<file path="src/rtl/ex_stage_md.sv">
// EX stage with forwarding, ALU, JAL link path and a registered EX/MEM boundary.
// Also holds an iterative one-bit-per-cycle multiply/divide unit with HI/LO registers.
module ex_stage_md #(
   parameter int NB_REG   = 32,
   parameter int NB_ADDR  = 5,
   parameter int ALU_OP   = 4,
   parameter int NB_MD_OP = 3
) (
   input  logic                        i_clk,
   input  logic                        i_rst_n,
   input  logic                        i_valid,
   input  logic                        i_alu_src_CU,
   input  logic                        i_reg_dst_CU,
   input  logic                        i_jal_sel_CU,
   input  logic [ALU_OP-1:0]           i_alu_op_CU,
   input  logic [NB_MD_OP-1:0]         i_md_op_CU,
   input  logic [NB_REG-1:0]           i_rs_data,
   input  logic [NB_REG-1:0]           i_rt_data,
   input  logic [NB_REG-1:0]           i_inst_sign_extended,
   input  logic [$clog2(NB_REG)-1:0]   i_shamt,
   input  logic [NB_REG-1:0]           i_pc_plus8,
   input  logic [NB_ADDR-1:0]          i_rd_from_ID,
   input  logic [NB_ADDR-1:0]          i_rt_from_ID,
   input  logic [NB_REG-1:0]           i_aluResult_MEM,
   input  logic [NB_REG-1:0]           i_aluResult_WB,
   input  logic [1:0]                  i_forwardA,
   input  logic [1:0]                  i_forwardB,
   output logic [NB_REG-1:0]           o_alu_result,
   output logic [NB_ADDR-1:0]          o_write_reg,
   output logic [NB_REG-1:0]           o_store_data,
   output logic                        o_alu_condition_zero,
   output logic                        o_valid,
   output logic                        o_stall,
   output logic                        o_md_busy
);
   // state   | meaning
   // MD_IDLE | no iteration; HI/LO readable, new MD op may start
   // MD_RUN  | iterating one bit per cycle; counter counts down to 0

   localparam int NB_CNT = $clog2(NB_REG + 1);

   localparam logic [ALU_OP-1:0] OP_ADD  = ALU_OP'(0);
   localparam logic [ALU_OP-1:0] OP_SUB  = ALU_OP'(1);
   localparam logic [ALU_OP-1:0] OP_AND  = ALU_OP'(2);
   localparam logic [ALU_OP-1:0] OP_OR   = ALU_OP'(3);
   localparam logic [ALU_OP-1:0] OP_XOR  = ALU_OP'(4);
   localparam logic [ALU_OP-1:0] OP_NOR  = ALU_OP'(5);
   localparam logic [ALU_OP-1:0] OP_SLT  = ALU_OP'(6);
   localparam logic [ALU_OP-1:0] OP_SLTU = ALU_OP'(7);
   localparam logic [ALU_OP-1:0] OP_SLL  = ALU_OP'(8);
   localparam logic [ALU_OP-1:0] OP_SRL  = ALU_OP'(9);
   localparam logic [ALU_OP-1:0] OP_SRA  = ALU_OP'(10);
   localparam logic [ALU_OP-1:0] OP_LUI  = ALU_OP'(11);

   localparam logic [NB_MD_OP-1:0] MD_MULT  = NB_MD_OP'(1);
   localparam logic [NB_MD_OP-1:0] MD_MULTU = NB_MD_OP'(2);
   localparam logic [NB_MD_OP-1:0] MD_DIV   = NB_MD_OP'(3);
   localparam logic [NB_MD_OP-1:0] MD_DIVU  = NB_MD_OP'(4);
   localparam logic [NB_MD_OP-1:0] MD_MFHI  = NB_MD_OP'(5);
   localparam logic [NB_MD_OP-1:0] MD_MFLO  = NB_MD_OP'(6);

   typedef enum logic {MD_IDLE, MD_RUN} md_state_t;
   md_state_t state_q, state_d;

   logic [NB_REG-1:0]   opa, opb_reg, opb, alu_out, res_sel;
   logic [NB_ADDR-1:0]  dst;
   logic                md_req, md_start_op, md_signed, accept, md_start, md_last;
   logic [NB_REG-1:0]   a_mag, b_mag;

   logic [NB_REG-1:0]   md_hi, md_lo, md_den, md_a;
   logic                md_is_div, md_neg_q, md_neg_r, md_div0;
   logic [NB_CNT-1:0]   md_cnt;
   logic [NB_REG-1:0]   hi_q, lo_q;

   logic [NB_REG:0]     mul_sum, div_shift, div_diff;
   logic [NB_REG-1:0]   hi_step, lo_step, quo_fix, rem_fix;
   logic [2*NB_REG-1:0] prod_fix;

   always_comb begin
      case (i_forwardA)
         2'b01:   opa = i_aluResult_MEM;
         2'b10:   opa = i_aluResult_WB;
         default: opa = i_rs_data;
      endcase
      case (i_forwardB)
         2'b01:   opb_reg = i_aluResult_MEM;
         2'b10:   opb_reg = i_aluResult_WB;
         default: opb_reg = i_rt_data;
      endcase
      opb = i_alu_src_CU ? i_inst_sign_extended : opb_reg;
   end

   always_comb begin
      case (i_alu_op_CU)
         OP_ADD:  alu_out = opa + opb;
         OP_SUB:  alu_out = opa - opb;
         OP_AND:  alu_out = opa & opb;
         OP_OR:   alu_out = opa | opb;
         OP_XOR:  alu_out = opa ^ opb;
         OP_NOR:  alu_out = ~(opa | opb);
         OP_SLT:  alu_out = {{(NB_REG-1){1'b0}}, ($signed(opa) < $signed(opb))};
         OP_SLTU: alu_out = {{(NB_REG-1){1'b0}}, (opa < opb)};
         OP_SLL:  alu_out = opb << i_shamt;
         OP_SRL:  alu_out = opb >> i_shamt;
         OP_SRA:  alu_out = $unsigned($signed(opb) >>> i_shamt);
         OP_LUI:  alu_out = i_inst_sign_extended << 16;
         default: alu_out = '0;
      endcase
   end

   // Opcode 7 falls outside both ranges and so behaves as "no MD op".
   assign md_req      = (i_md_op_CU >= MD_MULT) && (i_md_op_CU <= MD_MFLO);
   assign md_start_op = (i_md_op_CU >= MD_MULT) && (i_md_op_CU <= MD_DIVU);
   assign md_signed   = (i_md_op_CU == MD_MULT) || (i_md_op_CU == MD_DIV);
   assign o_md_busy   = (state_q == MD_RUN);
   assign o_stall     = i_valid & md_req & o_md_busy;
   assign accept      = i_valid & ~o_stall;
   assign md_start    = accept & md_start_op;

   assign dst = i_jal_sel_CU ? {NB_ADDR{1'b1}} : (i_reg_dst_CU ? i_rd_from_ID : i_rt_from_ID);

   always_comb begin
      res_sel = '0;
      if (accept && !md_start_op) begin
         if (i_jal_sel_CU)                res_sel = i_pc_plus8;
         else if (i_md_op_CU == MD_MFHI)  res_sel = hi_q;
         else if (i_md_op_CU == MD_MFLO)  res_sel = lo_q;
         else                             res_sel = alu_out;
      end
   end

   always_ff @(posedge i_clk or negedge i_rst_n) begin
      if (!i_rst_n) begin
         o_alu_result         <= '0;
         o_write_reg          <= '0;
         o_store_data         <= '0;
         o_alu_condition_zero <= 1'b0;
         o_valid              <= 1'b0;
      end else begin
         o_alu_result         <= res_sel;
         o_write_reg          <= (accept && !md_start_op) ? dst : '0;
         o_store_data         <= opb_reg;
         o_alu_condition_zero <= (res_sel == '0);
         o_valid              <= accept;
      end
   end

   always_ff @(posedge i_clk or negedge i_rst_n) begin
      if (!i_rst_n) state_q <= MD_IDLE;
      else          state_q <= state_d;
   end

   always_comb begin
      state_d = state_q;
      md_last = 1'b0;
      case (state_q)
         MD_IDLE: if (md_start) state_d = MD_RUN;
         MD_RUN: begin
            if (md_cnt == NB_CNT'(1)) begin
               md_last = 1'b1;
               state_d = MD_IDLE;
            end
         end
         default: state_d = MD_IDLE;
      endcase
   end

   assign a_mag = (md_signed && opa[NB_REG-1])     ? -opa     : opa;
   assign b_mag = (md_signed && opb_reg[NB_REG-1]) ? -opb_reg : opb_reg;

   // md_hi/md_lo double as {accumulator, multiplier} or {remainder, quotient}.
   always_comb begin
      mul_sum   = {1'b0, md_hi} + (md_lo[0] ? {1'b0, md_den} : '0);
      div_shift = {md_hi, md_lo[NB_REG-1]};
      div_diff  = div_shift - {1'b0, md_den};
      if (md_is_div) begin
         if (div_shift >= {1'b0, md_den}) begin
            hi_step = div_diff[NB_REG-1:0];
            lo_step = {md_lo[NB_REG-2:0], 1'b1};
         end else begin
            hi_step = div_shift[NB_REG-1:0];
            lo_step = {md_lo[NB_REG-2:0], 1'b0};
         end
      end else begin
         hi_step = mul_sum[NB_REG:1];
         lo_step = {mul_sum[0], md_lo[NB_REG-1:1]};
      end
      prod_fix = md_neg_q ? -{hi_step, lo_step} : {hi_step, lo_step};
      quo_fix  = md_neg_q ? -lo_step : lo_step;
      rem_fix  = md_neg_r ? -hi_step : hi_step;
   end

   always_ff @(posedge i_clk or negedge i_rst_n) begin
      if (!i_rst_n) begin
         md_hi     <= '0;
         md_lo     <= '0;
         md_den    <= '0;
         md_a      <= '0;
         md_is_div <= 1'b0;
         md_neg_q  <= 1'b0;
         md_neg_r  <= 1'b0;
         md_div0   <= 1'b0;
         md_cnt    <= '0;
         hi_q      <= '0;
         lo_q      <= '0;
      end else if (md_start) begin
         md_hi     <= '0;
         md_lo     <= a_mag;
         md_den    <= b_mag;
         md_a      <= opa;
         md_is_div <= (i_md_op_CU == MD_DIV) || (i_md_op_CU == MD_DIVU);
         md_neg_q  <= md_signed & (opa[NB_REG-1] ^ opb_reg[NB_REG-1]);
         md_neg_r  <= md_signed & opa[NB_REG-1];
         md_div0   <= (opb_reg == '0);
         md_cnt    <= NB_CNT'(NB_REG);
      end else if (o_md_busy) begin
         md_hi  <= hi_step;
         md_lo  <= lo_step;
         md_cnt <= md_cnt - 1'b1;
         if (md_last) begin
            if (!md_is_div) begin
               hi_q <= prod_fix[2*NB_REG-1:NB_REG];
               lo_q <= prod_fix[NB_REG-1:0];
            end else if (md_div0) begin
               hi_q <= md_a;
               lo_q <= '1;
            end else begin
               hi_q <= rem_fix;
               lo_q <= quo_fix;
            end
         end
      end
   end

endmodule

</file>
<file path="config.mk">
export PLATFORM = sky130hd
export DESIGN_NAME = ex_stage_md
export DESIGN_NICKNAME = d
export VERILOG_FILES = /design/src/rtl/ex_stage_md.sv
export SDC_FILE = /design/constraint.sdc
export NUM_CORES = 2
export LEC_CHECK = 0
export ABC_AREA = 1
export CORE_MARGIN = 8
export CORE_UTILIZATION = 50
export CTS_CLUSTER_SIZE = 20
export DETAILED_ROUTE_END_ITERATION = 6
export PLACE_DENSITY = 0.68
export SLEW_MARGIN = 5
export SYNTH_ARGS = -nofsm -noshare
export SYNTH_HDL_FRONTEND = slang
export SYNTH_SLANG_ARGS = --single-unit
</file>
<file path="constraint.sdc">
create_clock -name i_clk -period 5.15 [get_ports i_clk]
set_clock_uncertainty 0.2 [all_clocks]
set_input_delay 0.515 -clock i_clk [delete_from_list [all_inputs] [get_ports i_clk]]
set_output_delay 0.515 -clock i_clk [all_outputs]
set_load 0.03 [all_outputs]
</file>
==> flow_metrics.py <==
metrics = {
    "timing": {
        "fmax_mhz": 203,
        "setup_viol": 0,
        "rsz0062_at_grt": "no",
        "finalCritPeriodShare": 0.955,
        "worst_pin_slew_ns": 1.02,
        "setup_tns_ns": 0,
        "max-slew-margin-rel": 0.317,
        "hold_viol_final": 0,
        "min_period_ns": 4.92,
        "maxSlewViolCount": 0,
        "fin_ws_ns": 0.230,
    },
    "detailed_routing": {
        "dr.pass1.iters": 7,
        "antenna_left": 0,
        "drc": 1,
        "viasPerCell": 6.05,
        "wl_mm": 176,
        "vias": 45200,
        "wl_per_cell_um": 23.6,
        "drt_iter0_markers": 6714,
    },
    "finish": {
        "regArea_um2": 6860,
        "final_common_cell": "nand2_1",
        "multi_input_area_um2": 23200,
        "final_cell_mix": "1639 x nand2_1, 900 x nand3_1, 799 x inv_1",
        "drive_gt1_frac": 0.130,
        "fin_util": 0.634,
        "area_growth_pct": 25.3,
        "fill_cells": 6573,
        "nets": 6968,
    },
    "cts": {
        "cts_buffer_depth": 3,
        "cts_tree": "yes",
        "cts_setup_buffers": 0,
        "ctsRootBufferMaster": "clkbuf_16",
        "insertion_delay_ns": 0.60,
        "path_clk_slew_ns": 0.07,
        "cts_sinks": 274,
        "cts-buffers-inserted": 31,
        "h-tree-depth": 1,
    },
    "die": {
        "rows": 95,
        "die_w_um": 277,
        "io_pins": 297,
        "die_y_um": 277,
        "dieArea_um2": 76800,
        "start_util": 0.506,
        "core_area_um2": 67400,
    },
    "yosys": {
        "synth_edf_count": 0,
        "synth_warnings": 0,
        "syn_avg_cell_area_um2": 5.76,
        "syn-num-nets": 6327,
        "syn_inst": 5922,
        "synth_ff_type": "dfrtp_1",
        "synth_cell_type_count": 67,
        "ys_seq_elements": 274,
        "synthArstFlopShare": 1.00,
        "synth-seq-area-share": 0.201,
        "synth_area_um2": 34100,
    },
    "hold_path": {
        "hp-class": "in -> reg",
        "worstHoldPathCells": 3,
    },
    "critical_path": {
        "critPathKind": "in -> reg",
        "critPathSlowestCell": "clkdlybuf4s50_1",
        "critical_path.startpoint": "i_forwardA[0]",
        "worstPathRequired_ns": 5.48,
        "r2r_start": "md_den[15]",
        "critPathMaxFanout": 39,
        "max_stage_delay_ns": 0.48,
        "r2r-end": "hi_q[10]",
        "reg2reg_slack_ns": 0.39,
        "arrival_ns": 5.25,
        "crit_cells": 28,
        "endpoint_kind": "register",
        "cp-endpoint": "o_alu_condition_zero",
        "rr_worst_depth": 30,
        "crit_family": "buffers and inverters",
        "worst_setup_path_start_kind": "input port",
        "crit_buf_inv": 8,
    },
    "global_route": {
        "grt_max_degree": 129,
        "grt_antenna_before_repair": 9,
        "grt_first_pass_wirelength_mm": 259,
        "grt_overflow": 0,
        "grt_usage": 0.437,
        "grt_pass1_vias": 42000,
    },
    "placement": {
        "place.port_buffers": 296,
        "pre_cts_ws_ns": -0.388,
        "hpwl_mm": 143,
        "gp_congestion": 1.14,
    },
    "power_and_ir_drop": {
        "power_density_nw_per_um2": 506,
        "peakVddDrop_mv": 0.535,
        "p_leak_nw": 22.3,
        "power_w": 0.0216,
    },
    "run_status": {
        "outcome": "finished, violations left",
        "violations": "design-rule violations",
    },
    "flow_run": {
        "max-cap-violations": 0,
    },
}
power breakdown:
| part | internal (W) | leakage (nW) | switching (W) |
|---|---|---|---|
| sequential | 0.00292 | 3.35 | 0.000691 |
| combinational | 0.00510 | 18.5 | 0.0106 |
| clock | 0.00134 | 0.533 | 0.00101 |
cell families after synthesis:
kind of cell / count (synthesis) / share of synthesized area
fa+ha+maj: 181 / 0.0673
xor+xnor: 64 / 0.0164
simple gates: 3397 / 0.434
mux: 1 / 0.000294
flops: 274 / 0.201
compound gates: 919 / 0.157
buf+inv: 1086 / 0.123
through the flow:
step / hold WS (ns) / instance area [um^2] / cells
after CTS: 0.260 / 42600 / 7461
after detailed placement: 0.270 / 41500 / 7402
after global placement: 0.267 / 41500 / 7402
after global routing: 0.291 / 42700 / 7461
final: 0.265 / 42700 / 7465
after floorplan: 0.0194 / 34100 / 5922
synthesized netlist by cell type (56+ instances only):
| master | instances | area [um^2] |
|---|---|---|
| or2_2 | 58 | 363 |
| nand4_1 | 80 | 500 |
| clkbuf_1 | 159 | 597 |
| inv_1 | 804 | 3020 |
| ha_1 | 177 | 2210 |
| nor3_1 | 56 | 280 |
| dfrtp_1 | 274 | 6860 |
| o21ai_0 | 345 | 1730 |
| nor2_1 | 507 | 1900 |
| a21oi_1 | 251 | 1260 |
| nand2_1 | 1652 | 6200 |
| nand3_1 | 905 | 4530 |
per-layer routing:
metal	GRT usage	vias up	routed length [um]
met5	0	-	27
met4	0.325	4	16700
met3	0.0975	709	20900
met2	0.671	3173	74200
met1	0.535	20600	64200
li1	-	20600	-
worst min-delay path by stage:
| stage | startpoint | slack, ns | end |
|---|---|---|---|
| finish | i_rd_from_ID[0] | 0.27 | o_write_reg[0] |
| global route | i_rd_from_ID[3] | 0.29 | o_write_reg[3] |
| CTS | i_rd_from_ID[0] | 0.26 | o_write_reg[0] |
| detailed placement | hi_q[29] | 0.27 | hi_q[29] |
| global placement | hi_q[21] | 0.27 | hi_q[21] |
| floorplan | i_rst_n | 0.02 | hi_q[0] |
final cells by class:
class	instances	area share
multi-input combinational	4562	0.543
timing repair buffer	859	0.173
sequential	274	0.161
inverter	835	0.0734
tap	873	0.0256
clock buffer	39	0.0200
clock inverter	19	0.00489
antenna	4	0.000234
what timing repair did:
| item | in CTS | in global routing |
|---|---|---|
| gates resized for setup | 0 | 40 |
| endpoints found under the hold margin | 92 | 0 |
| hold buffers | 1 | 0 |
| endpoints found under the setup margin | 0 | 5 |
worst register-to-register path: cells and delay by family (launching register included):
family / cells / cell delay [ns]
adder cells (fa/ha/maj): 2 / 0.56
AO/OA/AOI/OAI: 5 / 0.78
AND/OR/NAND/NOR: 19 / 2.43
buffers and inverters: 4 / 0.24
flip-flops: 1 / 0.45
No activity file was read; power rests on OpenSTA's default activity.
